$ cat config.mk
export PLATFORM = sky130hd
export DESIGN_NAME = rv_mem_arbiter
export DESIGN_NICKNAME = d
export VERILOG_FILES = /design/src/rtl/rv_mem_arbiter.sv
export SDC_FILE = /design/constraint.sdc
export NUM_CORES = 1
export LEC_CHECK = 0
export ABC_CLOCK_PERIOD_IN_PS = 3900
export CAP_MARGIN = 0
export CORE_UTILIZATION = 30
export DETAILED_ROUTE_END_ITERATION = 6
export GPL_ROUTABILITY_DRIVEN = 0
export GPL_TIMING_DRIVEN = 0
export MAX_ROUTING_LAYER = met4
export PLACE_DENSITY = 0.65
export SYNTH_ARGS = -nofsm -noshare
export SYNTH_HDL_FRONTEND = slang
export SYNTH_SLANG_ARGS = --single-unit
export TNS_END_PERCENT = 10
$ cat constraint.sdc
create_clock -name clk -period 3.9 [get_ports clk]
set_input_delay 0.78 -clock clk [delete_from_list [all_inputs] [get_ports clk]]
set_output_delay 0.78 -clock clk [all_outputs]
set_load 0.03 [all_outputs]
$ cat src/rtl/rv_mem_arbiter.sv
// rv_mem_arbiter: shares one byte-wide memory between the instruction-fetch
// port and the load/store data port. Each granted request is sequenced as
// 1, 2 or 4 little-endian byte cycles, followed by a one-cycle acknowledge
// carrying the assembled (and, for data loads, extended) word.
module rv_mem_arbiter #(
  parameter int unsigned XLEN        = 32,
  parameter bit          FETCH_FIRST = 1'b1
) (
  input  logic            clk,
  input  logic            rst,
  input  logic            f_req,
  input  logic [XLEN-1:0] f_addr,
  output logic            f_ack,
  output logic [XLEN-1:0] f_rdata,
  input  logic            d_req,
  input  logic            d_we,
  input  logic [1:0]      d_size,
  input  logic            d_unsigned,
  input  logic [XLEN-1:0] d_addr,
  input  logic [XLEN-1:0] d_wdata,
  output logic            d_ack,
  output logic [XLEN-1:0] d_rdata,
  output logic [XLEN-1:0] mem_addr,
  output logic            mem_we,
  output logic [7:0]      mem_wdata,
  input  logic [7:0]      mem_rdata,
  output logic            busy
);

  typedef enum logic [1:0] {
    IDLE = 2'b00,
    BUSY = 2'b01,
    ACK  = 2'b10
  } state_t;

  state_t          state;
  state_t          state_nx;

  // Latched transaction
  logic            owner_d;   // 1 = data port owns the transaction
  logic            last_d;    // 1 = data port was granted last
  logic [XLEN-1:0] base;
  logic [XLEN-1:0] wdata;
  logic            we;
  logic [1:0]      size;
  logic            uns;
  logic [2:0]      nbytes;
  logic [1:0]      cnt;
  logic [7:0]      lane [4];

  // Arbitration decision (valid in IDLE only)
  logic            grant;
  logic            grant_d;
  logic            last_byte;

  // Assembled load result
  logic [31:0]     word;
  logic [XLEN-1:0] load_val;

  assign last_byte = ({1'b0, cnt} == (nbytes - 3'd1));

  // Next-state and arbitration: round-robin on a tie, by last granted port
  always_comb begin
    state_nx = state;
    grant    = 1'b0;
    grant_d  = 1'b0;
    case (state)
      IDLE: begin
        if (f_req || d_req) begin
          grant    = 1'b1;
          grant_d  = d_req && (!f_req || !last_d);
          state_nx = BUSY;
        end
      end
      BUSY: begin
        if (last_byte) begin
          state_nx = ACK;
        end
      end
      ACK: begin
        state_nx = IDLE;
      end
      default: begin
        state_nx = IDLE;
      end
    endcase
  end

  // State register, transaction latch, byte counter and load byte buffer
  always_ff @(posedge clk) begin
    if (rst) begin
      state   <= IDLE;
      cnt     <= '0;
      last_d  <= FETCH_FIRST;
      owner_d <= 1'b0;
      base    <= '0;
      wdata   <= '0;
      we      <= 1'b0;
      size    <= '0;
      uns     <= 1'b0;
      nbytes  <= 3'd1;
      for (int unsigned i = 0; i < 4; i++) begin
        lane[i] <= '0;
      end
    end else begin
      state <= state_nx;
      case (state)
        IDLE: begin
          if (grant) begin
            owner_d <= grant_d;
            cnt     <= '0;
            if (grant_d) begin
              base  <= d_addr;
              we    <= d_we;
              size  <= d_size;
              uns   <= d_unsigned;
              wdata <= d_wdata;
              case (d_size)
                2'b00:   nbytes <= 3'd1;
                2'b01:   nbytes <= 3'd2;
                default: nbytes <= 3'd4;
              endcase
            end else begin
              base   <= f_addr;
              we     <= 1'b0;
              size   <= 2'b10;
              uns    <= 1'b1;
              wdata  <= '0;
              nbytes <= 3'd4;
            end
          end
        end
        BUSY: begin
          if (!we) begin
            lane[cnt] <= mem_rdata;
          end
          if (!last_byte) begin
            cnt <= cnt + 2'd1;
          end
        end
        ACK: begin
          last_d <= owner_d;
        end
        default: begin
        end
      endcase
    end
  end

  // Assemble buffered bytes and apply sign/zero extension by size
  always_comb begin
    word     = {lane[3], lane[2], lane[1], lane[0]};
    load_val = '0;
    case (size)
      2'b00: begin
        if (uns) load_val = XLEN'(lane[0]);
        else     load_val = XLEN'($signed(lane[0]));
      end
      2'b01: begin
        if (uns) load_val = XLEN'(word[15:0]);
        else     load_val = XLEN'($signed(word[15:0]));
      end
      default: begin
        if (uns) load_val = XLEN'(word);
        else     load_val = XLEN'($signed(word));
      end
    endcase
  end

  // Memory and requester outputs; reset suppresses write strobe and acks
  // in the cycle it is asserted so an aborted transfer writes no more bytes
  always_comb begin
    mem_addr  = '0;
    mem_we    = 1'b0;
    mem_wdata = '0;
    f_ack     = 1'b0;
    d_ack     = 1'b0;
    f_rdata   = '0;
    d_rdata   = '0;
    busy      = (state == BUSY) || (state == ACK);
    case (state)
      BUSY: begin
        mem_addr = base + XLEN'(cnt);
        if (we) begin
          mem_we    = !rst;
          mem_wdata = wdata[8*cnt +: 8];
        end
      end
      ACK: begin
        if (!rst) begin
          if (owner_d) begin
            d_ack = 1'b1;
            if (!we) d_rdata = load_val;
          end else begin
            f_ack   = 1'b1;
            f_rdata = XLEN'(word);
          end
        end
      end
      default: begin
      end
    endcase
  end

endmodule

==> results.md, run 1 <==
- Status: finished clean
- Synth async-reset ratio: 0%
- Antenna-violating nets left: 0
- Nets: ~1100
- IO Pins: 220
- Number of global-route vias before repair: roughly 5600
- Avg WL per Cell: about 17 um
- # setup viols final: 0
- Int Power: 2580 uW
- DRT Wirelength: 20.4 mm
- GRT overflow: 0
- DRT iter0 DRCs: ~390
- Clock Sinks: 109
- Startpoint types: register
- Worst min path class: register to register
- Post-Syn Area: 5900 um^2
- Total CTS buffers: 9
- Max clock buf depth: 2
- Max Fanout on Critical Path: 9
- Post-Synth Simple-Gate Area: 25.7%
- Setup TNS Final: 0 ns
- Sequential Power Share: ~37%
- Slew HR: between 10 and 15%
- Die W: 142 um
- Post-Synthesis Cells: 719
- Synth Flop Type: dfxtp_1
- Syn Nets: 839
- CP arrival: 3.04 ns
- Vias/cell: 4.98
- Initial Utilization: a little under a third
- Post-synthesis register bit count: 109
- Post-route design area: just under 9000 um^2
- Syn. warnings: 0
- Largest net degree at the start of global routing: 19
- Initial antenna violation count: 2
- CTS Hold Bufs: 0
- HPWL after DPL: ~16 mm
- Clk slew on worst S/H paths: ~0.080 ns
- GRT Overall Usage: 20.5%
- Mux contribution to synthesized area: 3.56%
- Max-slew violation count: 0
- PortBufs: about 220
- Share of the clock period used by the worst path: 98.0%
- Crit Path Class: register to primary output
- Adder-cell share of the synthesized area: 1.82%
- Lkg Pwr: 0.00323 uW
- Die Y: 142 um
- Sequential area share after synthesis: 42.4%
- Worst-Margin Slew: approximately 1.3 ns
- FILL cells: slightly below 2000
- Worst endpoint required time: 3.12 ns
- Global-route wire length before repair: 30.7 mm
- Final min period: 3.82 ns
- Crit path capture type: primary output
- Peak VDD IR: 0.243 mV
- DRC Markers: 0
- RSZ-0062 raised after global routing: true
- Clock Skews: 0.0125 ns
- H-tree depth: 3
- Gate power share: 41.7%
- Most numerous cell on the critical path: or4_1
- Count of cell types in the netlist: 50
- Layout cells sized above 1: 4.93%
- Commonest non-fill, non-tap cells in the layout: clkdlybuf4s50_1, nor2_1, nand2_1, dfxtp_1, clkbuf_1
- Die Area: 20200 um^2
- Clock power share: 21.0%
- Avg Inst Size Synth: 8.21 um^2
- Sequential standard cell area: 2500 um^2
- Power per cell area: ~510 nW/um^2
- Largest family of logic cells by synthesized area: simple AND/OR/NAND/NOR gates
- Psw: 1850 uW
- Switching Share: 41.8%
- Synth top area share: 26.1%
- Post-Synth XOR/XNOR Area: approximately 1.8%
- Post-synth EDFFs: 32
- Fmax: 262 MHz
- Worst path top cell family by delay: simple AND/OR/NAND/NOR gates
- Clk_lat worst skew: around 0.35 ns
- DR vias: 6052
- Final hold vios: 0
- Max Cap Viol: 0
- Commonest non-fill, non-tap cell in the layout: clkdlybuf4s50_1
- # rows: 50
- Buffers and inverters on the worst path: 2
- Multi-input gate area in the final layout: 3070 um^2
- CTS tree: yes
- Core area: 19000 um^2
- CP max stage delay: 0.56 ns
- Dpl cell area: 8410 um^2
- Synth area leader: dfxtp_1
- Area contributors post-synth: dfxtp_1, edfxtp_1, nor2_1
- Area grow syn2layout: 48.2%
- Root buffer cell: clkbuf_16
- Compound-gate portion of the synthesized area: 18.4%
- CP cell instances: ha_2, fa_2, nand4_4, or4_1, buf_2, or4_1, a21oi_2, buf_4
- Slowest cell on the critical path: or4_1
- 1st-pass router iterations: 5
==> per-stage QoR <==
step / utilization, % / hold WS (ns) / setup WS (ns) / cells / total power [uW]
2_1_floorplan: - / 0.432 / 0.507 / 719 / 2790
3_3_place_gp: 44.2 / 0.443 / -0.124 / 1197 / 3510
3_5_place_dp: 44.2 / 0.447 / -0.141 / 1197 / 3530
4_1_cts: 45.8 / 0.458 / 0.0161 / 1213 / 4450
5_1_grt: 46.0 / 0.511 / -0.0762 / 1215 / 4730
6_report: 46.0 / 0.456 / 0.0775 / 1215 / 4430
==> final timing paths <==
| check | from | to | slack [ns] | cells after the start |
|---|---|---|---|---|
| setup / recovery | cnt[0]$_SDFFE_PP0P_ | mem_addr[26] | 0.08 | 8 |
| hold / removal | nbytes[1]$_SDFFE_PP0P_ | nbytes[1]$_SDFFE_PP0P_ | 0.46 | 2 |
| setup reg to reg | cnt[0]$_SDFFE_PP0P_ | lane[0][7]$_SDFFCE_PN0P_ | 1.04 | 5 |
| hold reg to reg | nbytes[1]$_SDFFE_PP0P_ | nbytes[1]$_SDFFE_PP0P_ | 0.46 | 2 |
==> cell type report <==
type                       instances  share of cell area, %
antenna                            2                 0.0572
buffer                            62                   2.70
clock buffer                      13                   3.10
clock inverter                     3                  0.300
inverter                          35                   1.50
multi-input combinational        512                   35.1
sequential                       109                   28.6
tap                              260                   3.72
timing repair buffer             219                   24.9
==> worst reg2reg max path, stage by stage (launching register included) <==
cell and delay (ns):
dfxtp_1 0.33, clkbuf_2 0.24, clkbuf_1 0.32, or2_2 0.36
clkbuf_1 0.20, o31ai_1 1.02
==> state kept, by name, summed over array words and instances, names as in the netlist <==
name	flops
base	32
cnt	2
lane	32
last_d	1
nbytes	3
owner_d	1
size	2
state	2
uns	1
wdata	32
we	1
==> synthesized netlist by cell type (all sizes together), types with 16 or more instances <==
master	count
edfxtp	32
a311oi	32
inv	33
and2	27
a22oi	34
nor4	18
a21oi	49
o31ai	16
nor2	110
nand2	91
clkbuf	57
dfxtp	77
o21ai	21
==> per-layer routing <==
layer	GRT usage (%)	up-vias	part of all wire [%]
li1	-	3032	-
met1	27.7	2835	49
met2	31.7	173	46
met3	3.10	12	4.2
met4	5.66	0	1.1
met5	-	-	0
==> timing repair <==
item | 4_1_cts | 5_1_grt
setup buffers | 0 | 1
pin swaps | 0 | 1
resized for setup | 41 | 22
endpoints found under the setup margin | 42 | 35
==> power groups by stage <==
stage               clock network, uW  logic, uW  registers [uW]
global placement                    0       1850            1660
finish                            931       1850            1660
CTS                               949       1860            1640
floorplan                           0       1190            1590
global route                     1000       2030            1690
detailed placement                  0       1870            1670
==> logic make-up (layout without fill, tap and decap cells) <==
family,after synthesis,after routing
flops,109,109
buf+inv,98,332
other cells,0,2
simple gates,319,319
fa+ha+maj,8,8
xor+xnor,12,12
mux,11,11
compound gates,162,162
(Power assumes the default switching activity.)
==> inputs of run 2 (changes only) <==
ABC_CLOCK_PERIOD_IN_PS = unset   (was 3900)
==> results of run 2 <==
No change in the layout: final DEF, timing and power equal those of run 1.
==> inputs of run 3 (changes only) <==
CORE_MARGIN = 4   (was unset)
CORE_UTILIZATION = 45   (was 30)
PLACE_DENSITY = 0.88   (was 0.65)
==> results.md, run 3 (synthesized netlist as in run 1, its figures left out) <==
- Max clock buf depth: 2
- Final Util: between 60% and 70%
- Max Cap Viol: 0
- H-tree depth: 3
- Fmax: 260 MHz
- Finished Layout Cells: 1125
- RSZ-0062 raised after global routing: true
- Dpl cell area: 8300 um^2
- Nets: 1068
- DRT Wirelength: around 20 mm
- Pre-CTS WS: -0.164 ns
- Avg WL per Cell: 17.7 um
- Die Y: 123 um
- Sequential Power Share: 36.5%
- CTS Hold Bufs: 0
- Root buffer cell: clkbuf_16
- Switching Share: about two fifths
- ANT cells: 0
- Final hold vios: 0
- Share of the clock period used by the worst path: 98.7%
- Lkg Pwr: 0.00322 uW
- Most numerous cell on the critical path: or4_1
- Layout cells sized above 1: 4.62%
- CP arrival: 3.07 ns
- Slowest cell on the critical path: or4_1
- Int Power: between 2000 and 3000 uW
- Post-route design area: 8640 um^2
- Initial antenna violation count: 0
- Peak VDD IR: between 0.3 and 0.4 mV
- DR vias: roughly 6400
- DRC Markers: 0
- Largest net degree at the start of global routing: 19
- Area grow syn2layout: 46.4%
- Sequential standard cell area: roughly 2500 um^2
- Core area: roughly 13000 um^2
- Worst endpoint required time: between 3 and 4 ns
- Startpoint types: register
- Commonest non-fill, non-tap cell in the layout: clkdlybuf4s50_1
- Worst path top cell family by delay: simple AND/OR/NAND/NOR gates
- FILL cells: 1059
- DRT iter0 DRCs: 421
- Clock Sinks: ~110
- Buffers and inverters on the worst path: 2
- Crit Path Class: register to primary output
- Clock Skews: 0.00863 ns
- IO Pins: 220
- Placed Cells: 1109
- Commonest non-fill, non-tap cells in the layout: clkdlybuf4s50_1, nor2_1, nand2_1, dfxtp_1, clkbuf_1
- Max-slew violation count: 0
- Die W: between 100 and 150 um
- Global-route wire length before repair: between 30 and 40 mm
- Max Fanout on Critical Path: 9
- Initial Utilization: 46.4%
- Setup WS post-layout: 0.0500 ns
- Psw: approximately 1900 uW
- CTS tree: yes
- Final min period: 3.85 ns
- Crit path capture type: primary output
- HPWL after DPL: between 15 and 20 mm
- Clk_lat worst skew: ~0.35 ns
- Worst-Margin Slew: 1.33 ns
- CP max stage delay: 0.53 ns
- # setup viols final: 0
- Multi-input gate area in the final layout: slightly above 3000 um^2
- Slew HR: about 11%
- # rows: slightly above 40
- 1st-pass router iterations: 5
- PortBufs: 218
- Vias/cell: 5.70
- Number of setup buffers added after CTS: 0
- Clk slew on worst S/H paths: 0.07 ns
- Worst min path class: register to register
- Regs by FF count: base (32), lane (32), wdata (32)
- GRT overflow: 0
- Status: finished clean
- Total CTS buffers: 9
- Gate power share: between 40% and 50%
- Power per cell area: 523 nW/um^2
- Number of global-route vias before repair: 6202
- CP cell instances: ha_1, fa_2, nand4_4, or4_1, buf_2, or4_1, a21oi_1, clkdlybuf4s15_2
- GRT Overall Usage: 26.5%
- Die Area: 15000 um^2
- Antenna-violating nets left: 0
- Clock power share: around 23%
-- run 3: cell count changes in the layout (fill, tap and decap cells not counted), moves of 2 or more --
| cell | before | now |
|---|---|---|
| inv_8 | 0 | 2 |
| clkdlybuf4s50_1 | 199 | 201 |
| bufinv_16 | 0 | 2 |
| clkbuf_2 | 5 | 7 |
| buf_4 | 4 | 0 |
| diode_2 | 2 | 0 |
-- run 3: worst register-to-register path, stage by stage (launching register included) --
cell	delay (ns)
dfxtp_1	0.32
clkbuf_2	0.24
clkbuf_1	0.33
or2_2	0.37
clkbuf_1	0.22
o31ai_1	1.00
-- run 3: final timing paths --
| kind | startpoint | end | slack [ns] | cells after the start |
|---|---|---|---|---|
| setup / recovery | base[0]$_SDFFE_PP0P_ | mem_addr[22] | 0.05 | 8 |
| hold / removal | nbytes[1]$_SDFFE_PP0P_ | nbytes[1]$_SDFFE_PP0P_ | 0.47 | 2 |
| setup reg to reg | cnt[0]$_SDFFE_PP0P_ | lane[0][7]$_SDFFCE_PN0P_ | 1.06 | 5 |
| hold reg to reg | nbytes[1]$_SDFFE_PP0P_ | nbytes[1]$_SDFFE_PP0P_ | 0.47 | 2 |
-- run 3: cell type report --
cell class / count / area share [%]
buffer: 63 / 2.80
clock buffer: 11 / 2.69
clock inverter: 5 / 1.06
inverter: 35 / 1.52
multi-input combinational: 512 / 35.4
sequential: 109 / 29.0
tap: 172 / 2.49
timing repair buffer: 218 / 25.1
-- run 3: metrics by stage --
step                      hold slack, ns  power (uW)  setup TNS [ns]
final                              0.470        4520               0
after global routing               0.507        4760          -0.143
after CTS                          0.466        4490               0
after detailed placement           0.455        3500           -1.44
after global placement             0.441        3450          -0.917
after floorplan                    0.432        2790               0
-- run 3: repair_timing --
action / 4_1_cts / 5_1_grt
gates resized for setup: 25 / 24
endpoints found under the setup margin: 28 / 38
hold endpoints to repair: 0 / 0
-- run 3: layer usage --
layer,track usage (%),vias to the layer above,share of wire [%]
li1,-,3040,-
met1,32.7,2979,41
met2,44.0,340,47
met3,2.58,59,7.4
met4,12.1,0,4.2
met5,-,-,0
-- run 3: power groups by stage --
stage / registers (uW) / clock network (uW) / logic (uW)
6_report: 1650 / 1020 / 1850
5_1_grt: 1680 / 1060 / 2020
4_1_cts: 1640 / 1010 / 1840
3_5_place_dp: 1660 / 0 / 1840
3_3_place_gp: 1650 / 0 / 1800
2_1_floorplan: 1590 / 0 / 1190
==> RTL change 1, RTL diff (flow settings as in run 3) <==
Change the parameter `XLEN` from 32 to 24.
--- a/src/rtl/rv_mem_arbiter.sv
+++ b/src/rtl/rv_mem_arbiter.sv
@@ -5,3 +5,3 @@
 module rv_mem_arbiter #(
-  parameter int unsigned XLEN        = 32,
+  parameter int unsigned XLEN        = 24,
   parameter bit          FETCH_FIRST = 1'b1
Ports: changed (6 resized); port bits go from 220 to 172. The function was not compared with the original's and may differ.
==> RTL change 1 against run 3 <==
  * Routed wire length fell by 23%
  * Total power fell by 24%
  * Sequential cell count fell by 24
  * Final area fell by 22%
  * Critical path depth did not move
  * Register-to-register slack improved by 560 ps
  * Setup slack improved by 19 ps
  * Via count fell by 23%
  * Synthesized area fell by 22%
==> RTL change 1: results (changes against run 3) <==
metric,value,unit,change
syn_inst,567,,-21%
synth_enable_flop_cells,24,,-25%
syn_nets,663,,-21%
highest_delay_cell_along_the_critical_path,or4_4,,
met2RoutedLength,7610,µm,-19%
timing.critical_path.from,cnt[0],,
post_synthesis_adder_cell_area_fraction,0.0232,,+0.00500
final_layout_size_suffix_gt1_frac,0.0464,,+0.000188
final_net_count,846,,-21%
post_synth_mux_area_share,0.0281,,-0.00752
yosys.area_share.xor_xnor,0.0265,,+0.00867
ys_types,45,,-10%
track_usage,0.259,,-0.00532
status,"finished, final reports clean",,
synthTopCellsByCount,"nor2_1, nand2_1, dfxtp_1",,
final.fill_count,793,,-25%
wl_met1,6290,µm,-23%
reg_top3,"base: 24 flops, lane: 24 flops, wdata: 24 flops",,
clkTransAtPathRegs,90,ps,+20 ps
via_count_of_the_first_global_routing_pass,4745,,-23%
groute.layer.met3.usage,0.0370,,+0.0112
max_slew.worst_pin.slew,1070,ps,-259 ps
synth-compound-area-share,0.169,,-0.0151
finalClockSkew,11.6,ps,+2.96 ps
place_inst,871,,-21%
r2r_start,state[1],,
routed_wirelength,15300,µm,-23%
cp_peak_stage_delay,580,ps,+50 ps
critical_path.max_fanout,6,,-3
route.met3.wl,1050,µm,-29%
dr.first_iter.drc_count,407,,-3.3%
portBuffers,171,,-22%
place_hpwl,11800,µm,-22%
power.static_leakage,2.51,nW,-22%
detail_route.first_pass.iterations,6,,+1
## RTL change 1: cell count changes after synthesis, sizes merged, moves of 9 or more
cell | before | now
and2 | 27 | 59
o31ai | 16 | 5
dfxtp | 77 | 61
or4 | 15 | 5
mux2i | 3 | 13
inv | 33 | 19
nor2 | 110 | 86
nand2 | 91 | 68
clkbuf | 57 | 38
a21oi | 49 | 40
nor4 | 18 | 4
## RTL change 1: path summary, 6_finish.rpt
path                  end  slack [ps]
max          mem_addr[16]          70
min reg2reg     nbytes[1]         470
min             nbytes[1]         470
max reg2reg    lane[2][0]        1620
## RTL change 1: repair_timing
item,CTS,global route
setup buffers,0,1
endpoints found under the hold margin,0,0
hold buffers,0,0
gates cloned,0,0
endpoints found under the setup margin,34,26
gates resized for setup,10,10
## RTL change 1: cells by family after synthesis
logic type / after synthesis
buf+inv: 60
simple gates: 268
flops: 85
xor+xnor: 14
fa+ha+maj: 8
mux: 13
compound gates: 119
## RTL change 1: layout make-up
type | instances | area share
plain buffers | 41 | 0.0227
clock buffers | 11 | 0.0240
clock inverters | 5 | 0.00554
inverters | 19 | 0.0105
multi-input cells | 422 | 0.371
flip-flops and latches | 85 | 0.287
well taps | 133 | 0.0246
repair buffers | 172 | 0.255
## RTL change 1: metrics by stage
stage / power [mW] / hold slack (ps) / instance area [µm²]
finish: 3.42 / 465 / 6780
global route: 3.63 / 496 / 6780
CTS: 3.39 / 467 / 6720
detailed placement: 2.78 / 454 / 6510
global placement: 2.70 / 442 / 6510
floorplan: 2.24 / 432 / 4630
## RTL change 1: report_power, final
part | internal, mW | switching (mW)
Sequential | 1.11 | 0.195
Clock | 0.292 | 0.333
Combinational | 0.572 | 0.922
==> RTL change 2, RTL diff (settings of run 3) <==
Made on the original files. The 3 states of `state_t` get a one-hot encoding in 3 bits.
--- a/src/rtl/rv_mem_arbiter.sv
+++ b/src/rtl/rv_mem_arbiter.sv
@@ -29,6 +29,6 @@
 
-  typedef enum logic [1:0] {
-    IDLE = 2'b00,
-    BUSY = 2'b01,
-    ACK  = 2'b10
+  typedef enum logic [2:0] {
+    IDLE = 3'b001,
+    BUSY = 3'b010,
+    ACK  = 3'b100
   } state_t;
Formal check against the unedited RTL: same outputs for any inputs over 4 cycles, from zero or initial values and one cycle with rst high; so few cycles prove little.
==> RTL change 2 against run 3 <==
  * The flow now finishes with violations (setup timing)
  * Synthesized area up 2.2%
  * Register-to-register slack improved by 510 ps
  * Worst hold slack got worse by 18 ps
  * Setup slack got worse by 140 ps
  * Routed wire length grew 0.55%
  * Sequential cell count is 1 higher
  * First-iteration DRC count is 51% higher
  * Final area rose by 1.9%
  * Highest routed layer unchanged
Power is not compared: it rests on default switching activity, and its combinational part moved more than twofold at a synthesized area within 25%.
==> RTL change 2: results (changes against run 3) <==
metric,value,unit,change
ys_types,54,,+8.0%
tritoncts.num_buffers,9,,unchanged
failed_checks,setup timing,,
place_inst,1070,,-3.5%
reg_top3,"base: 32 flops, lane: 32 flops, wdata: 32 flops",,
setup_viol,1,,+1
grt.met1_usage,0.321,,-0.00635
switching_share,0.300,,
routed-via-count,6237,,-2.8%
design_area,0.00880,mm²,+1.9%
syn_inst,675,,-6.1%
detail_route.first_pass.iterations,5,,unchanged
holdCritPathClass,register to register,,
clkTransAtPathRegs,70,ps,about the same
track_usage,0.257,,-0.00733
groute.layer.met3.usage,0.0559,,+0.0301
final.fill_count,1046,,-1.2%
status,"complete, but fails checks",,
post_drt_wl_per_cell,18.5,µm,+4.2%
final_layout_size_suffix_gt1_frac,0.0637,,+0.0176
avgViaCountPerCell,5.74,,+0.67%
ys_top_cells_by_area,"dfxtp_1, edfxtp_1, mux2i_1, nor2_1, and2_1",,
slew_headroom,0.424,,+0.317
cp_peak_stage_delay,610,ps,+80 ps
grt.met2_usage,0.420,,-0.0193
cts.path.max_buffers,2,,unchanged
synthTopCellsByCount,"nor2_1, dfxtp_1, a21oi_1",,
portBuffers,219,,+0.46%
synth_seq_area_share,0.418,,-0.00583
grt_start_max_net_pins,20,,+1
grt_first_pass_wirelength,30000,µm,-1.8%
place_hpwl,15000,µm,-0.87%
asyncSetResetFlopFracSynth,0,,unchanged
antennaDiodeCount,0,,unchanged
cts_repair_resize_count,12,,-52%
highest_delay_cell_along_the_critical_path,clkdlybuf4s50_1,,
dr.first_iter.drc_count,637,,+51%
critical_path.max_fanout,10,,+1
cell_family_contributing_the_most_delay_on_the_critical_path,buffers and inverters,,
synth-main-ff-cell,dfxtp_1,,
finalClockSkew,8.49,ps,-0.134 ps
post_dp_cell_area,0.00844,mm²,+1.7%
final_net_count,1021,,-4.4%
setup_ws,-93.0,ps,-143 ps
via_count_of_the_first_global_routing_pass,5864,,-5.4%
syn_nets,791,,-5.7%
ctsRootBufferMaster,clkbuf_16,,
crit_arrival,3210,ps,+140 ps
vdd.ir_drop.worst,0.264,mV,
cts.repair_timing.setup_buffer_count,1,,+1
==> RTL change 2: cell count changes in the layout (fill, tap and decap cells not counted), sizes merged, moves of 9 or more <==
cell          change
and2             +18
inv              -11
mux2i            +30
nor2             -23
and3             +18
a211oi           +32
buf               +9
nand2            -74
clkbuf           -16
dlymetal6s2s     +14
a311oi           -32
==> RTL change 2: metal layers <==
layer	wire, µm	vias to the layer above
met4	438	0
met3	1610	36
met1	8130	2964
met2	9880	296
met5	0	-
li1	-	2941
==> RTL change 2: path summary, 6_finish.rpt <==
kind,from,endpoint,slack [ps],cells after the start
worst max-delay path,rst,mem_we,-90,6
worst min-delay path,nbytes[1],nbytes[1],450,2
worst max register to register,state[1],base[1],1570,5
worst min register to register,nbytes[1],nbytes[1],450,2
==> RTL change 2: area by class of cell <==
type | count | share of cell area
Inverter | 21 | 0.00896
Clock buffer | 11 | 0.0264
Tap cell | 176 | 0.0250
Sequential cell | 110 | 0.287
Clock inverter | 5 | 0.00483
Buffer | 62 | 0.0326
Timing Repair Buffer | 220 | 0.255
Multi-Input combinational cell | 481 | 0.361
==> RTL change 2: cells by family after synthesis <==
family,synth area share
xor+xnor,0.0174
flops,0.418
compound gates,0.169
buf+inv,0.0600
mux,0.0846
fa+ha+maj,0.00954
simple gates,0.241
==> RTL change 2: stage by stage <==
stage | TNS, ps | total power, mW | setup slack (ps)
4_1_cts | -46.6 | 2.80 | -46.6
6_report | -93.0 | 2.81 | -93.0
3_5_place_dp | -7890 | 1.93 | -409
3_3_place_gp | -6220 | 1.91 | -313
2_1_floorplan | 0 | 1.68 | 738
5_1_grt | -236 | 2.92 | -127
==> RTL change 2: worst min-delay path: cells and delay by family, from the launching register on <==
family	cells	cell delay [ps]
AOI/OAI and AO/OA	1	50
DFF	1	310
and+or+nand+nor	1	50
